File: config.mk
export PLATFORM = sky130hd
export DESIGN_NAME = prog_loader
export DESIGN_NICKNAME = d
export VERILOG_FILES = /design/src/rtl/pl_pkg.sv /design/src/rtl/pl_byte_timer.sv /design/src/rtl/prog_loader.sv
export SDC_FILE = /design/constraint.sdc
export NUM_CORES = 1
export LEC_CHECK = 0
export BUFFER_PORTS_ARGS = -buffer_cell sky130_fd_sc_hd__buf_2
export CAP_MARGIN = 20
export CORE_MARGIN = 5
export CORE_UTILIZATION = 30
export CTS_BUF_LIST = sky130_fd_sc_hd__clkbuf_16
export DETAILED_ROUTE_END_ITERATION = 8
export GPL_ROUTABILITY_DRIVEN = 0
export PLACE_DENSITY = 0.55
export SLEW_MARGIN = 10
export SYNTH_ARGS = -nofsm -noshare
export SYNTH_HDL_FRONTEND = slang
export SYNTH_HIERARCHICAL = 1
export SYNTH_SLANG_ARGS = --single-unit
File: constraint.sdc
create_clock -name clk -period 4.4 [get_ports clk]
set_clock_uncertainty 0.2 [all_clocks]
set_input_delay 0.66 -clock clk [delete_from_list [all_inputs] [get_ports clk]]
set_output_delay 0.66 -clock clk [all_outputs]
set_load 0.02 [all_outputs]
File: src/rtl/pl_pkg.sv
// ---------------------------------------------------------------------------
// pl_pkg -- shared definitions for the program loader.
//
// Holds the byte/word widths, the loader FSM state encoding and a helper that
// tells whether a state is one in which the loader takes a byte from the
// receive stream.
// ---------------------------------------------------------------------------
package pl_pkg;

  localparam int BYTE_W = 8;
  localparam int WORD_W = 16;
  localparam int ST_W   = 4;

  typedef logic [ST_W-1:0] state_t;

  // State encoding kept as plain constants so older tools and waveform
  // decoders that expect fixed values keep working.
  localparam logic [ST_W-1:0] ST_IDLE   = 4'd0;
  localparam logic [ST_W-1:0] ST_HDR_HI = 4'd1;
  localparam logic [ST_W-1:0] ST_HDR_LO = 4'd2;
  localparam logic [ST_W-1:0] ST_DAT_HI = 4'd3;
  localparam logic [ST_W-1:0] ST_DAT_LO = 4'd4;
  localparam logic [ST_W-1:0] ST_WRITE  = 4'd5;
  localparam logic [ST_W-1:0] ST_HOLD   = 4'd6;
  localparam logic [ST_W-1:0] ST_FIN    = 4'd7;
  localparam logic [ST_W-1:0] ST_CHK    = 4'd8;
  localparam logic [ST_W-1:0] ST_START  = 4'd9;
  localparam logic [ST_W-1:0] ST_DONE   = 4'd10;
  localparam logic [ST_W-1:0] ST_ERR    = 4'd11;

  // True for every state that consumes a byte from the stream.
  function automatic logic is_rx_state(input state_t s);
    return (s == ST_HDR_HI) || (s == ST_HDR_LO) || (s == ST_DAT_HI) ||
           (s == ST_DAT_LO) || (s == ST_CHK);
  endfunction

endpackage

File: src/rtl/pl_byte_timer.sv
// ---------------------------------------------------------------------------
// pl_byte_timer -- inter-byte timeout counter for the program loader.
//
// A loadable down-counter. While en is high and clr is low it counts down
// from LOAD_VAL-1; expired is raised in the LOAD_VAL-th consecutive idle
// cycle so the owner can abort in that same cycle. clr reloads the counter.
// LOAD_VAL = 0 disables the timer entirely (expired never rises).
//
// Ports:
//   clk     in   system clock, rising edge
//   rst_n   in   asynchronous active-low reset
//   clr     in   reload the counter (byte accepted / not waiting for a byte)
//   en      in   count this cycle (waiting for a byte)
//   expired out  idle limit reached this cycle
// ---------------------------------------------------------------------------
module pl_byte_timer #(
  parameter int unsigned LOAD_VAL = 1000000
) (
  input  logic clk,
  input  logic rst_n,
  input  logic clr,
  input  logic en,
  output logic expired
);

  localparam logic [31:0] RELOAD = (LOAD_VAL == 0) ? 32'd0 : 32'(LOAD_VAL - 1);
  localparam logic        TMO_ON = (LOAD_VAL != 0);

  logic [31:0] cnt;

  always_ff @(posedge clk or negedge rst_n) begin
    if (!rst_n) begin
      cnt <= RELOAD;
    end else if (clr) begin
      cnt <= RELOAD;
    end else if (en && (cnt != 32'd0)) begin
      cnt <= cnt - 32'd1;
    end
  end

  assign expired = TMO_ON && en && !clr && (cnt == 32'd0);

endmodule

File: src/rtl/prog_loader.sv
// ---------------------------------------------------------------------------
// prog_loader -- upstream program-load stage for the 16-bit multicycle CPU.
//
// Accepts a byte stream from a valid/ready source (UART receiver style),
// packs pairs of bytes (high byte first) into 16-bit words and writes them
// into CPU memory through the CPU test port. After the last word it drops
// test and pulses start for one cycle.
//
// Stream: word count N (2 bytes, high first), N data words (high byte
// first), and, when PROG_LOADER_CHECKSUM_EN is defined, one trailing byte
// equal to the XOR of every header and data byte.
//
// Build option:
//   PROG_LOADER_CHECKSUM_EN  adds the XOR checksum byte and the CHK state.
//
// Parameters:
//   BASE_ADDR    address of the first loaded word
//   MAX_WORDS    largest accepted word count (larger header -> error)
//   TIMEOUT_CYC  idle cycles allowed while waiting for a byte (0 = off)
//
// Ports:
//   clk, rst_n         clock (rising edge), async active-low reset
//   load_req           one-cycle request to begin a load (ignored while busy)
//   rx_data/rx_valid   incoming byte and its qualifier
//   rx_ready           byte accepted this cycle when rx_valid is high
//   test               CPU test-mode select, high for the whole load
//   ext_addr/ext_data  CPU memory write address / data
//   tMemWrite          CPU test-port write strobe
//   start              one-cycle CPU start pulse
//   busy               FSM not in IDLE, DONE or ERR
//   done / err         sticky completion / error flags
//   words_loaded       words written so far
// ---------------------------------------------------------------------------
module prog_loader
  import pl_pkg::*;
#(
  parameter logic [15:0] BASE_ADDR   = 16'h0000,
  parameter int unsigned MAX_WORDS   = 256,
  parameter int unsigned TIMEOUT_CYC = 1000000
) (
  input  logic        clk,
  input  logic        rst_n,
  input  logic        load_req,
  input  logic [7:0]  rx_data,
  input  logic        rx_valid,
  output logic        rx_ready,
  output logic        test,
  output logic [15:0] ext_addr,
  output logic [15:0] ext_data,
  output logic        tMemWrite,
  output logic        start,
  output logic        busy,
  output logic        done,
  output logic        err,
  output logic [15:0] words_loaded
);

  state_t              state;
  logic [WORD_W-1:0]   n_words;
  logic [BYTE_W-1:0]   dat_hi;
  logic [WORD_W-1:0]   wl_cnt;
  logic [WORD_W-1:0]   n_next;
  logic [WORD_W-1:0]   wl_next;
  logic                accept;
  logic                tmo;
`ifdef PROG_LOADER_CHECKSUM_EN
  logic [BYTE_W-1:0]   csum;
`endif

  assign rx_ready = is_rx_state(state);
  assign accept   = rx_valid && rx_ready;
  assign n_next   = {n_words[WORD_W-1:BYTE_W], rx_data};
  assign wl_next  = wl_cnt + 16'd1;

  // Idle counting runs only while a byte is awaited; any accepted byte or a
  // non-receiving state rearms it.
  pl_byte_timer #(
    .LOAD_VAL (TIMEOUT_CYC)
  ) u_timer (
    .clk     (clk),
    .rst_n   (rst_n),
    .clr     (!rx_ready || accept),
    .en      (rx_ready && !accept),
    .expired (tmo)
  );

  always_ff @(posedge clk or negedge rst_n) begin
    if (!rst_n) begin
      state    <= ST_IDLE;
      n_words  <= '0;
      dat_hi   <= '0;
      wl_cnt   <= '0;
      ext_addr <= BASE_ADDR;
      ext_data <= '0;
`ifdef PROG_LOADER_CHECKSUM_EN
      csum     <= '0;
`endif
    end else if (tmo) begin
      state <= ST_ERR;
    end else begin
      case (state)
        ST_IDLE, ST_DONE, ST_ERR: begin
          if (load_req) begin
            state  <= ST_HDR_HI;
            wl_cnt <= '0;
`ifdef PROG_LOADER_CHECKSUM_EN
            csum   <= '0;
`endif
          end
        end
        ST_HDR_HI: begin
          if (accept) begin
            n_words[WORD_W-1:BYTE_W] <= rx_data;
`ifdef PROG_LOADER_CHECKSUM_EN
            csum  <= csum ^ rx_data;
`endif
            state <= ST_HDR_LO;
          end
        end
        ST_HDR_LO: begin
          if (accept) begin
            n_words <= n_next;
`ifdef PROG_LOADER_CHECKSUM_EN
            csum    <= csum ^ rx_data;
`endif
            if ({16'd0, n_next} > MAX_WORDS) begin
              state <= ST_ERR;
            end else if (n_next == 16'd0) begin
              state <= ST_FIN;
            end else begin
              state <= ST_DAT_HI;
            end
          end
        end
        ST_DAT_HI: begin
          if (accept) begin
            dat_hi <= rx_data;
`ifdef PROG_LOADER_CHECKSUM_EN
            csum   <= csum ^ rx_data;
`endif
            state  <= ST_DAT_LO;
          end
        end
        ST_DAT_LO: begin
          // Address and word are registered here so they are stable for
          // the whole WRITE cycle and the HOLD cycle after it.
          if (accept) begin
            ext_addr <= BASE_ADDR + wl_cnt;
            ext_data <= {dat_hi, rx_data};
`ifdef PROG_LOADER_CHECKSUM_EN
            csum     <= csum ^ rx_data;
`endif
            state    <= ST_WRITE;
          end
        end
        ST_WRITE: begin
          state <= ST_HOLD;
        end
        ST_HOLD: begin
          wl_cnt <= wl_next;
          state  <= (wl_next == n_words) ? ST_FIN : ST_DAT_HI;
        end
        ST_FIN: begin
`ifdef PROG_LOADER_CHECKSUM_EN
          state <= ST_CHK;
`else
          state <= ST_START;
`endif
        end
`ifdef PROG_LOADER_CHECKSUM_EN
        ST_CHK: begin
          if (accept) begin
            state <= (rx_data == csum) ? ST_START : ST_ERR;
          end
        end
`endif
        ST_START: begin
          state <= ST_DONE;
        end
        default: begin
          state <= ST_IDLE;
        end
      endcase
    end
  end

  // Status and strobes decode straight from the state register, so an
  // asynchronous reset clears them (and drops test) immediately.
  assign busy         = (state != ST_IDLE) && (state != ST_DONE) && (state != ST_ERR);
  assign test         = busy && (state != ST_START);
  assign tMemWrite    = (state == ST_WRITE);
  assign start        = (state == ST_START);
  assign done         = (state == ST_DONE);
  assign err          = (state == ST_ERR);
  assign words_loaded = wl_cnt;

endmodule

=== Word-level counts from Yosys, hierarchy flattened ===
Index checks and enable logic that the tools add are counted.

* Logic and storage cells: 80
* Register bits: 108
* Bits of input ports: 12

* Add/sub/neg operators: 2
* Reduce and logical (&&, ||, !) cells: 30
* Eq/ne operators: 21
* $lt $le $gt $ge: 1
* Muxes and demuxes: 16
* Bitwise logic cells: 2

{| class="wikitable"
|+ Operator list
! cell !! count
|-
| 32-bit two-way mux || 2
|-
| 4-bit case mux with 9 select lines || 1
|-
| 32-bit zero test || 1
|-
| 16-bit case mux with 2 select lines || 1
|-
| 32-bit nonzero test || 1
|-
| 32-bit by 1-bit subtractor with 32-bit output (second input constant) || 1
|-
| 4-bit two-way mux || 7
|-
| 16-bit by 1-bit adder with 16-bit output (second input constant) || 1
|-
| 16-bit equality test || 1
|-
| 4-bit by 3-bit equality test with 1-bit output (second input constant) || 4
|-
| 4-bit equality test (second input constant) || 4
|-
| 16-bit by 9-bit greater-than comparator with 1-bit output (second input constant) || 1
|-
| 16-bit zero test || 1
|-
| 16-bit two-way mux || 1
|-
| 8-bit case mux with 2 select lines || 1
|-
| 3-bit != test (second input constant) || 5
|-
| 4-bit != test (second input constant) || 3
|-
| 3-bit AND reduction || 4
|-
| 4-bit by 2-bit equality test with 1-bit output (second input constant) || 2
|-
| 1-bit logical AND || 8
|-
| 8-bit two-way mux || 1
|-
| 3-bit two-way mux || 2
|-
| 1-bit logical OR || 5
|-
| 5-bit AND reduction || 1
|-
| other kinds (9) || 13
|}

=== Longest topological paths before layout ===
* Depth in word-level cells: 12
* Depth in mapped cells: 13
* Depth with buffers taken out: 13

=== Cells and area by module ===
Netlist, hierarchy kept.

{| class="wikitable"
|+ Modules (own cells, without submodules)
! module !! sequential area each (um^2) !! area each (um^2) !! instances !! cells an instance
|-
| prog_loader || 1901.8 || 4068.9 || 1 || 361
|-
| pl_byte_timer || 815.8 || 1890.6 || 1 || 192
|}

=== Least setup slack after synthesis ===
OpenSTA, ideal clock, no wires.

* Kind: flip-flop to flip-flop
* Start point: register state[1]
* End point: register n_words[0]
* Cell stages (with the launch flop): 13
* Data arrival time: 3325 ps
* Setup slack: 750 ps
* Path buffers: 1
* Cell sequence: dfrtp_1 > or2_2 > a21oi_1 > a21oi_1 > or2_2 > inv_1 > nand4bb_4 > nand3b_1 > nor4_1 > nor4b_1 > nand2b_1 > clkbuf_1 > mux2_2

* Word-level cells in the longest chain between the ends: 12
* Elaborated cells between the ends (all ways): 19

{| class="wikitable"
|+ Ends and longest elaborated chain
! item !! RTL line !! RTL
|-
| from (decl) || prog_loader.sv:58 || <nowiki>state_t state;</nowiki>
|-
| from (signal assigned) || prog_loader.sv:161 || <nowiki>state <= (wl_next == n_words) ? ST_FIN : ST_DAT_HI;</nowiki>
|-
| 4-bit by 1-bit equality test with 1-bit output / 4-bit by 2-bit equality test with 1-bit output (equally long branches) || pl_pkg.sv:33 || <nowiki>return (s == ST_HDR_HI) || (s == ST_HDR_LO) || (s == ST_DAT_HI) ||</nowiki>
|-
| 1-bit logical OR (3 in series) || pl_pkg.sv:33 ||
|-
| 1-bit logical OR * || pl_pkg.sv:34 || <nowiki>(s == ST_DAT_LO) || (s == ST_CHK);</nowiki>
|-
| 1-bit logical AND / 1-bit zero test (equally long branches) || prog_loader.sv:71, prog_loader.sv:82 ||
|-
| 1-bit zero test / 1-bit logical OR (equally long branches) || prog_loader.sv:83, prog_loader.sv:82 ||
|-
| 1-bit logical AND / 1-bit zero test (equally long branches) || prog_loader.sv:83, pl_byte_timer.sv:41 ||
|-
| 1-bit logical AND * (2 in series) || pl_byte_timer.sv:41 || <nowiki>assign expired = TMO_ON && en && !clr && (cnt == 32'd0);</nowiki>
|-
| net tmo || prog_loader.sv:65 || <nowiki>logic tmo;</nowiki>
|-
| 1-bit inverter (no source line) * || - ||
|-
| 3-bit AND reduction (no source line) * || - ||
|-
| to (signal, indexed assignment) || prog_loader.sv:113 || <nowiki>n_words[WORD_W-1:BYTE_W] <= rx_data;</nowiki>
|-
| to (signal assigned) || prog_loader.sv:122 || <nowiki>n_words <= n_next;</nowiki>
|-
| to (decl) || prog_loader.sv:59 || <nowiki>logic [WORD_W-1:0] n_words;</nowiki>
|}

The timed path passes the listed nets; every way through them passes the cells marked *.
A chain may end at the register's enable or synchronous reset.

=== Worst setup path after layout ===
* Start point: register state[3]
* End point: register dat_hi[1]

* Word-level cells in the longest chain between the ends: 12
* Elaborated cells between the ends (all ways): 19

{| class="wikitable"
|+ Ends and longest elaborated chain
! item !! RTL line !! RTL
|-
| 4-bit by 1-bit equality test with 1-bit output / 4-bit by 2-bit equality test with 1-bit output (equally long branches) || pl_pkg.sv:33 ||
|-
| 1-bit logical OR (3 in series) || pl_pkg.sv:33 ||
|-
| 1-bit logical OR * || pl_pkg.sv:34 ||
|-
| 1-bit logical AND / 1-bit zero test (equally long branches) || prog_loader.sv:71, prog_loader.sv:82 ||
|-
| 1-bit zero test / 1-bit logical OR (equally long branches) || prog_loader.sv:83, prog_loader.sv:82 ||
|-
| 1-bit logical AND / 1-bit zero test (equally long branches) || prog_loader.sv:83, pl_byte_timer.sv:41 ||
|-
| 1-bit logical AND * (2 in series) || pl_byte_timer.sv:41 ||
|-
| net tmo || prog_loader.sv:65 ||
|-
| 1-bit inverter (no source line) * || - ||
|-
| 3-bit AND reduction (no source line) * || - ||
|-
| to (signal assigned) || prog_loader.sv:137 || <nowiki>dat_hi <= rx_data;</nowiki>
|-
| to (decl) || prog_loader.sv:60 || <nowiki>logic [BYTE_W-1:0] dat_hi;</nowiki>
|}

Marks and branches as above.

==> impl_metrics.ini <==
[setup_path]
critPathArrivalTime_ns = 4.01
crit_fanout = 14
worst-setup-path-type = reg -> reg
cp.required_ns = 4.45
regToRegSetupSlack_ns = 0.43
endpoint_kind = flop
start_kind = flop

[placed_design]
numPortBuffers = 66
dp_hpwl_um = 10900
place_area_um2 = 6490

[yosys]
synth_edf_count = 0
netlist_area_um2 = 5960
synth_area_leaders = dfrtp_1 40%, mux2_2 6.2%, dfstp_2 5.3%
ys_ff_latch = 108
yosys.cell_count.top_type = dfrtp_1
syn-instance-count = 553
yosys_warnings = 6
synth_nets = 567
synth.avg_cell_area_um2 = 10.8
synth_top_cell_area_share = 0.403
synth_ff_type = dfrtp_1
async_flop_share = 1.00
synthTopCellsByCount = 96 x dfrtp_1, 41 x o21ai_0, 38 x nor2_1
ys_seq_area_frac = 0.456
yosys.area.top_type = dfrtp_1
synth_cell_type_count = 73

[floorplanning]
ios = 67
core_um2 = 19500
rows = 51
start_util = 0.305
die_w_um = 151
dieArea_um2 = 22800
fp.dieH_um = 151

[sta]
hold_viol_final = 0
setup_viol = 0
finalCriticalPeriod_ns = 3.97
maxClockFrequency_mhz = 252
slew_violations = 0
final.period_utilization = 0.901
tightest_slew_ns = 0.891
slew_headroom = 0.403
fin_setup_tns_ns = 0
rsz0062_at_grt = no

[routing]
drt_iter0_drc = 230
dr.pass1.iters = 5
drc = 0
detail-route-antenna-nets = 0
viasPerCell = 5.21
routedWlPerCell_um = 17.4
wirelength_um = 15200
dr_total_vias = 4574

[clocking]
clock_path_buffers = 2
clk_pin_slew_ns = 0.08
clk_latency_ns = 0.36
cts_setup_buffers = 0
ctsHoldBuffers = 0
cts_buffers = 9
cts.sinks = 108
cts_tree = built
cts_resized = 0
htree_levels = 3
ctsRootBufferMaster = clkbuf_16

[cells_and_area]
diodes = 0
fin_area_um2 = 6810
multiInputGateArea_um2 = 2990
regArea_um2 = 2720
drive_gt1_frac = 0.300
fillers = 1985
finalNetCount = 622
layout-area-overhead-vs-synth_pct = 14.3

[power]
ir_drop_v = 0.000285
p_per_area_nw_per_um2 = 555
fin_total_pwr_uw = 3780
p_leak_uw = 0.00293

[worst_hold_path]
min_path_type = in -> async

[outcome]
outcome = completed

[global_route]
antenna_found_initial = 0
grt_pass1_vias = 4626
grt_pass1_wl_um = 24800
gr-usage-all-layers = 0.138
grt_max_degree = 64
grt_overflow = 0

[flow_run]
maxCapViolCount = 0
-- cells by family after synthesis --
family                   synth area share
AO/OA/AOI/OAI                       0.124
XOR/XNOR                           0.0353
adder cells (fa/ha/maj)           0.00420
buffers and inverters              0.0418
flip-flops                          0.456
multiplexers                        0.127
AND/OR/NAND/NOR                     0.211
-- area by class of cell --
class                      instances  share of cell area
clock buffer                       9              0.0331
timing repair buffer              74              0.0595
multi-input combinational        404               0.439
inverter                          11             0.00606
sequential                       108               0.399
clock inverter                     7              0.0143
tap                              265              0.0487
-- metrics by stage --
step	setup slack [ns]	utilization	instances	hold slack [ns]
floorplan	0.750	-	553	0.164
global placement	0.589	0.332	862	0.266
detailed placement	0.453	0.332	862	0.274
CTS	0.440	0.349	878	0.235
global route	0.111	0.349	878	0.262
finish	0.434	0.349	878	0.191
-- critical path, cell delays in order, from the launching register on --
cell,delay [ns]
dfrtp_1,0.59
nand2b_1,0.30
a21oi_1,0.10
a21oi_1,0.20
or2_2,0.16
inv_1,0.09
nand4bb_4,0.13
nand3b_1,0.25
nor4_1,0.09
buf_4,0.18
nor4b_1,0.43
nor2b_1,0.73
mux2_2,0.41
-- flip-flops by register name, summed over array words and instances, names as in the netlist --
signal / count
u_timer/cnt: 32
ext_data: 16
words_loaded: 16
n_words: 16
dat_hi: 8
state: 4
ext_addr: 16
-- per-layer routing --
layer | vias to the layer above | track usage | share of wire
li1 | 2144 | - | -
met1 | 2275 | 0.175 | 0.44
met2 | 132 | 0.233 | 0.50
met3 | 23 | 0.0293 | 0.047
met4 | 0 | 0.0444 | 0.017
met5 | - | 0 | 0
-- power breakdown --
group          internal, uW  switching [uW]  leakage [uW]
clock network           460             409      0.000157
registers              1270             229       0.00137
logic                   605             807       0.00140
total                  2330            1450       0.00293
-- cells in the final DEF (no fill, tap or decap), types with 11 or more instances in the layout --
cell type   n
buf_2      65
o21ai_0    41
dfrtp_1    96
xnor2_1    16
nand3_1    18
or3_1      15
inv_1      11
nor2b_1    11
mux2_4     20
nor2_1     38
a21oi_1    19
dfstp_2    12
nand2_1    28
nor4_1     13
nor3_1     11
mux2_2     33
-- worst paths after layout --
path	from	to	cells after the start
setup / recovery	state[3]$_DFFE_PN0P_	dat_hi[1]$_DFFE_PN0P_	12
hold / removal	rst_n	u_timer/cnt[15]$_DFFE_PN0P_	1
setup reg to reg	state[3]$_DFFE_PN0P_	dat_hi[1]$_DFFE_PN0P_	12
hold reg to reg	ext_addr[13]$_DFFE_PN0P_	ext_addr[13]$_DFFE_PN0P_	2
max in group asynchronous	rst_n	u_timer/cnt[18]$_DFFE_PN1P_	2
min in group clk	ext_addr[13]$_DFFE_PN0P_	ext_addr[13]$_DFFE_PN0P_	2
(Power assumes the default switching activity.)
